$ cat config.mk
export PLATFORM = sky130hd
export DESIGN_NAME = reg_bank_wb_sched
export DESIGN_NICKNAME = d
export VERILOG_FILES = /design/src/rtl/reg_bank_wb_sched.sv
export SDC_FILE = /design/constraint.sdc
export NUM_CORES = 1
export LEC_CHECK = 0
export ABC_CLOCK_PERIOD_IN_PS = 2900
export CELL_PAD_IN_SITES_DETAIL_PLACEMENT = 2
export CELL_PAD_IN_SITES_GLOBAL_PLACEMENT = 2
export CORE_MARGIN = 1
export CORE_UTILIZATION = 27
export CTS_CLUSTER_SIZE = 25
export DETAILED_ROUTE_END_ITERATION = 10
export GPL_ROUTABILITY_DRIVEN = 1
export GPL_TIMING_DRIVEN = 0
export HOLD_SLACK_MARGIN = 0.1
export PLACE_DENSITY = 0.82
export SLEW_MARGIN = 40
export SYNTH_ARGS = -nofsm -noshare
export SYNTH_HDL_FRONTEND = slang
export SYNTH_SLANG_ARGS = --single-unit
$ cat constraint.sdc
create_clock -name clk -period 2.9 [get_ports clk]
set_input_delay 0.58 -clock clk [delete_from_list [all_inputs] [get_ports clk]]
set_output_delay 0.58 -clock clk [all_outputs]
set_load 0.01 [all_outputs]
$ cat src/rtl/reg_bank_wb_sched.sv
// Writeback scheduler for the register bank's single write port: round-robin
// arbitration of ALU/load writebacks, registered write stage, pending-write scoreboard.
module reg_bank_wb_sched #(
  parameter int DIR_WIDTH  = 5,
  parameter int DATA_WIDTH = 32
) (
  input  logic                  clk,
  input  logic                  rst,
  input  logic                  req0_valid,
  input  logic [DIR_WIDTH-1:0]  req0_dir,
  input  logic [DATA_WIDTH-1:0] req0_data,
  output logic                  req0_ready,
  input  logic                  req1_valid,
  input  logic [DIR_WIDTH-1:0]  req1_dir,
  input  logic [DATA_WIDTH-1:0] req1_data,
  output logic                  req1_ready,
  input  logic                  reserve_en,
  input  logic [DIR_WIDTH-1:0]  reserve_dir,
  output logic                  reserve_stall,
  input  logic [DIR_WIDTH-1:0]  read_dir1,
  input  logic [DIR_WIDTH-1:0]  read_dir2,
  output logic                  busy1,
  output logic                  busy2,
  output logic                  write_en,
  output logic [DIR_WIDTH-1:0]  write_dir,
  output logic [DATA_WIDTH-1:0] write_data
);

  localparam int NUM_REGS = 2**DIR_WIDTH;

  logic                  rr_ptr;
  logic                  grant0_p0;
  logic                  grant1_p0;
  logic                  vld_p0;
  logic [DIR_WIDTH-1:0]  dir_p0;
  logic [DATA_WIDTH-1:0] data_p0;
  logic [NUM_REGS-1:0]   pending;
  logic [NUM_REGS-1:0]   pending_next;
  logic                  commit_live;

  // Stage p0: combinational arbitration, one grant per cycle at most
  always_comb begin
    grant0_p0 = req0_valid && (!req1_valid || !rr_ptr);
    grant1_p0 = req1_valid && (!req0_valid ||  rr_ptr);
    dir_p0    = grant1_p0 ? req1_dir  : req0_dir;
    data_p0   = grant1_p0 ? req1_data : req0_data;
    // A grant to x0 is accepted but never reaches the write stage
    vld_p0    = (grant0_p0 || grant1_p0) && (dir_p0 != '0);
  end

  assign req0_ready = grant0_p0;
  assign req1_ready = grant1_p0;

  always_ff @(posedge clk) begin
    if (rst)
      rr_ptr <= 1'b0;
    else if (grant0_p0)
      rr_ptr <= 1'b1;
    else if (grant1_p0)
      rr_ptr <= 1'b0;
  end

  // Stage p1: registered bank write port
  always_ff @(posedge clk) begin
    if (rst) begin
      write_en   <= 1'b0;
      write_dir  <= '0;
      write_data <= '0;
    end else begin
      write_en <= vld_p0;
      if (vld_p0) begin
        write_dir  <= dir_p0;
        write_data <= data_p0;
      end
    end
  end

  // Scoreboard: a reservation landing on the register being committed survives
  assign commit_live = write_en && (write_dir != '0);

  always_comb begin
    pending_next = pending;
    if (commit_live)
      pending_next[write_dir] = 1'b0;
    if (reserve_en && (reserve_dir != '0))
      pending_next[reserve_dir] = 1'b1;
    pending_next[0] = 1'b0;
  end

  always_ff @(posedge clk) begin
    if (rst)
      pending <= '0;
    else
      pending <= pending_next;
  end

  // The bank forwards write_data, so the register being committed reads as ready
  always_comb begin
    reserve_stall = reserve_en && pending[reserve_dir] &&
                    !(write_en && (write_dir == reserve_dir));
    busy1 = pending[read_dir1] && !(write_en && (write_dir == read_dir1));
    busy2 = pending[read_dir2] && !(write_en && (write_dir == read_dir2));
  end

endmodule

# After elaboration in Yosys (flattened, before gate mapping)
# Index checks and enable logic that the tools add are counted.
[classes] magnitude_cmp=6 eq_ne=3 mux=16 n_bitwise=3 reduce_logical=27
[ops] cell="$mux 32" count=3
[ops] cell="$and 32x32->32" count=1
[ops] cell="$not 32->32" count=1
[ops] cell="$or 32x32->32" count=1
[ops] cell="$lt 5x6->1 const B" count=4
[ops] cell="$bmux 1 s5" count=3
[ops] cell="$eq 5x5->1" count=3
[ops] cell="$reduce_bool 5->1" count=3
[ops] cell="$logic_and 1x1->1" count=14
[ops] cell="$demux 1 s5" count=2
[ops] cell="$ge 5x1->1 const B" count=2
[ops] cell="$mux 1" count=7
[ops] cell="$logic_not 1->1" count=6
[ops] cell="$mux 5" count=1
[ops] cell="$logic_or 1x1->1" count=3
[ops] cell="$reduce_bool 2->1" count=1
[totals] reg_bits=71 out_inout_bits=43 elab_cells=61

# Longest topological paths before layout
[depth] word_depth=9 ltp_mapped=7 depth_no_buf=6

# Worst setup path before layout
# Ideal clock, no wire load.
[synth_path] kind="input port to output port" startpoint="in read_dir1[1]" endpoint="out busy1" arrival_ns=1.953 t_required_ns=2.320 path_slack_ns=0.367 cell_stages=4 cell_sequence="buf_6 > mux4_1 > mux4_2 > o2111a_1"
[synth_between] elab_chain_cells=4 elab_cells_between_ends=6 classes_between="eq/ne (1); mux (2); reduce/logical (3)"
[synth_rtl] element="from (decl)" line="20" rtl="input logic [DIR_WIDTH-1:0] read_dir1,"
[synth_rtl] element="branches (longest 3 deep; another with $bmux 1 s5)"
[synth_rtl] element="$logic_and 1x1->1 *" line="101" rtl="busy1 = pending[read_dir1] && !(write_en && (write_dir == read_dir1));"
[synth_rtl] element="to (decl)" line="22" rtl="output logic busy1,"
# Mark *: on every way between the ends. The select of a mux whose other input is x is not followed.

# Worst setup path after layout
# Ends and elaborated chain as after synthesis.

==> results.toml <==
[outcome]
status = "finished clean"

[setup_path]
regToRegStartpoint = "rr_ptr"
setup.worst_path.start_class = "primary input"
critPathSlowestCell = "mux4_1"
max_fanout_on_critical_path = 10
reg2regPathDepth = 7
required_ps = 2320
rrSetupSlack_ps = 910
arrival_ps = 2270
path_cells = "buf_8, mux4_1, mux4_2, o2111a_1, dlygate4sd2_1"
worstSetupPathType = "primary input to output pin"
endpoint_kind = "output pin"
reg2reg_to = "write_data[20]"
cp_slowest_stage_delay_ps = 550

[yosys]
avgSynthCellArea_um2 = 9.048
seq_area_frac_synth_pct = 32.88
synth_fp_nets = 565
post_synth_instance_area_um2 = 4262
synth_enable_flop_cells = 0
synth_seq_cells = 70
synth_cells = 471
synthFlopType = "dfxtp_1"
synth.lib_cells_used.distinct = 44
ys_warn_count = 0
async_reset_ff_share_pct = 0

[sta]
fmaxAchievable_ghz = 0.3504
count_of_final_max_slew_check_failures = 0
setup_tns_ps = 0
final-hold-violation-count = 0
final.min_clock_period_ps = 2854
setup_violations = 0
fin_skew_ps = 6.650
worst_slew_pin_slew_ps = 705.6
worst_hold_slack_after_final_layout_ps = 509.5
setup_ws_ps = 45.72
period_share_pct = 98.42
slew-limit-headroom_pct = 52.96

[power]
cellLeakagePower_nw = 2.214
ir_drop_uv = 240.4
power_per_cell_area_nw_per_um2 = 462.7
finalPower_mw = 2.824

[job]
cap_viol_max_count = 0

[floorplanning]
core.rowCount = 45
start_util_pct = 27.83
fp.dieH_um = 127.6
io_pins = 137
core_region_area_um2 = 15310
die_outline_width_um = 127.6
die_area_um2 = 16290

[cts]
cts_made_buffers = 9
path_clk_slew_ps = 50
numClockSinks = 70
htree_levels = 3
holdBufCountCts = 0
clkLatencyLatePin_ps = 340
cts_tree = "done"
cts_setup_buffers = 0
cts_root_buf = "clkbuf_16"
cts_max_path_buffers = 2

[place]
port_buffers = 125
globalplace.congestion = 0.8102
dpl_worst_slack_ps = -783.4
dpl.cell_count = 807
dp_hpwl_um = 13280
placement.cell_area_um2 = 5777

[finish]
post_route_cells_drive_above_1_share_pct = 14.92
design.final.nets = 701
diodes = 0
finish.utilization_pct = 39.85
area_growth_pct = 43.22
layout.filler_cells = 1721
layout.cells.non_filler = 821
fin_area_um2 = 6103

[routing]
wl_per_cell_um = 20.76
drt_first_pass_iters = 4
route.detailed.vias_per_inst = 5.090
first_iter_violations = 134
routed_wirelength_um = 17050
vias = 4179
detail_route.drc_violations = 0
drtAntennaViolNets = 0

[grt]
first_global_vias = 4839
grt_max_degree = 11
grt_remaining_overflow = 0
use_met2_pct = 38.03
grt_first_pass_wirelength_um = 26330
grt_use_met3_pct = 6.533
busiest_layer = "met2"
globalRouteMet1Util_pct = 24.45
grt.total_usage_pct = 21.37
antenna_found_initial = 0

[min_path]
hold_path_depth = 2
hold_end = "write_data[25]"
hold_path_startpoint = "write_data[25]"
worstHoldPathType = "flip-flop to flip-flop"
==> sequential cells by signal (all words and copies together), names as in the netlist <==
register    cells
pending        31
write_dir       5
write_en        1
rr_ptr          1
write_data     32
==> layout make-up <==
class / instances / area (µm²) / share of cell area (%)
plain buffers: 38 / 225.2 / 3.690
well taps: 211 / 264.0 / 4.326
multi-input cells: 361 / 2669 / 43.73
clock buffers: 13 / 260.3 / 4.264
repair buffers: 125 / 1246 / 20.42
flip-flops and latches: 70 / 1401 / 22.96
inverters: 2 / 7.507 / 0.1230
clock inverters: 1 / 30.03 / 0.4920
==> critical path: cells and delay by family <==
family / cells / cell delay (ps)
multiplexers: 2 / 1030
buffers and inverters: 2 / 410
AO/OA/AOI/OAI: 1 / 250
==> layer usage <==
layer | routed length, µm | up-vias
met5 | 0 | -
met1 | 7023 | 2071
met4 | 225 | 0
met3 | 1252 | 18
met2 | 8546 | 139
li1 | - | 1951
==> layout by cell type (no fill, tap or decap), types with 2 or more instances in the layout <==
cell | netlist | layout
nand3_1 | 8 | 8
buf_4 | 1 | 3
a21oi_1 | 38 | 38
nand2b_1 | 9 | 9
nor3_1 | 4 | 4
xnor2_1 | 7 | 7
mux4_2 | 10 | 12
clkbuf_2 | 0 | 4
xor2_1 | 8 | 8
buf_6 | 5 | 4
mux2_2 | 39 | 39
nand4_1 | 2 | 2
nor4_1 | 5 | 4
a211oi_1 | 7 | 7
nor3b_1 | 3 | 3
clkbuf_8 | 0 | 2
a31oi_1 | 3 | 3
dlygate4sd2_1 | 0 | 2
clkbuf_1 | 22 | 19
mux4_1 | 5 | 3
inv_1 | 2 | 2
nand2_1 | 48 | 47
o21ai_0 | 34 | 34
mux2i_1 | 49 | 48
buf_8 | 0 | 2
clkbuf_4 | 0 | 2
clkbuf_16 | 0 | 9
dfxtp_1 | 70 | 70
nor2_1 | 51 | 51
buf_2 | 9 | 6
nor2b_1 | 11 | 11
o31ai_1 | 2 | 2
clkdlybuf4s50_1 | 0 | 121
==> report_power, final <==
group	switching (mW)	total [mW]	internal, mW
logic	0.314	0.660	0.346
clock network	0.411	1.12	0.704
registers	0.0359	1.05	1.01
==> worst max path at each step <==
stage	startpoint	slack, ps	to	cells past startpoint
floorplan	read_dir1[1]	370	busy1	4
global placement	reserve_dir[3]	-740	reserve_stall	7
detailed placement	reserve_dir[3]	-780	reserve_stall	7
CTS	reserve_dir[3]	-110	reserve_stall	7
global route	req1_valid	-3	req1_ready	5
finish	read_dir1[1]	50	busy1	5
==> cells in the mapped netlist (all sizes together) (2+ instances only) <==
library cell  number  area (µm²)
o21ai             34       170.2
dfxtp             70        1401
clkbuf            22       82.58
nand3              8       40.04
inv                2       7.510
xnor2              7       61.31
nor2              51       191.4
nor4               5       31.28
mux2              39       439.2
xor2               8       70.07
nor3               4       20.02
a21oi             38       190.2
a211oi             7       52.55
nand2             48       180.2
mux2i             49       490.5
nand4              2       12.51
buf               16       112.6
a31oi              3       18.77
mux4              15       356.6
nand2b            10       70.06
o31ai              2       15.01
a221oi             2       17.52
nor3b              3       22.52
nor2b             11       68.82
==> cell families (layout without fill, tap and decap cells) <==
logic type | after synthesis | in the layout | synth area share, %
AOI/OAI and AO/OA | 96 | 96 | 13.33
xor gates and xnor gates | 15 | 15 | 3.083
buffers and inverters | 40 | 179 | 4.756
DFF | 70 | 70 | 32.88
muxes | 103 | 103 | 30.18
and+or+nand+nor | 147 | 147 | 15.77
==> what timing repair did <==
action | CTS | global route
setup endpoints to repair | 3 | 3
pin swaps | 0 | 1
gates resized for setup | 14 | 14
No activity file was read; power rests on OpenSTA's default activity.
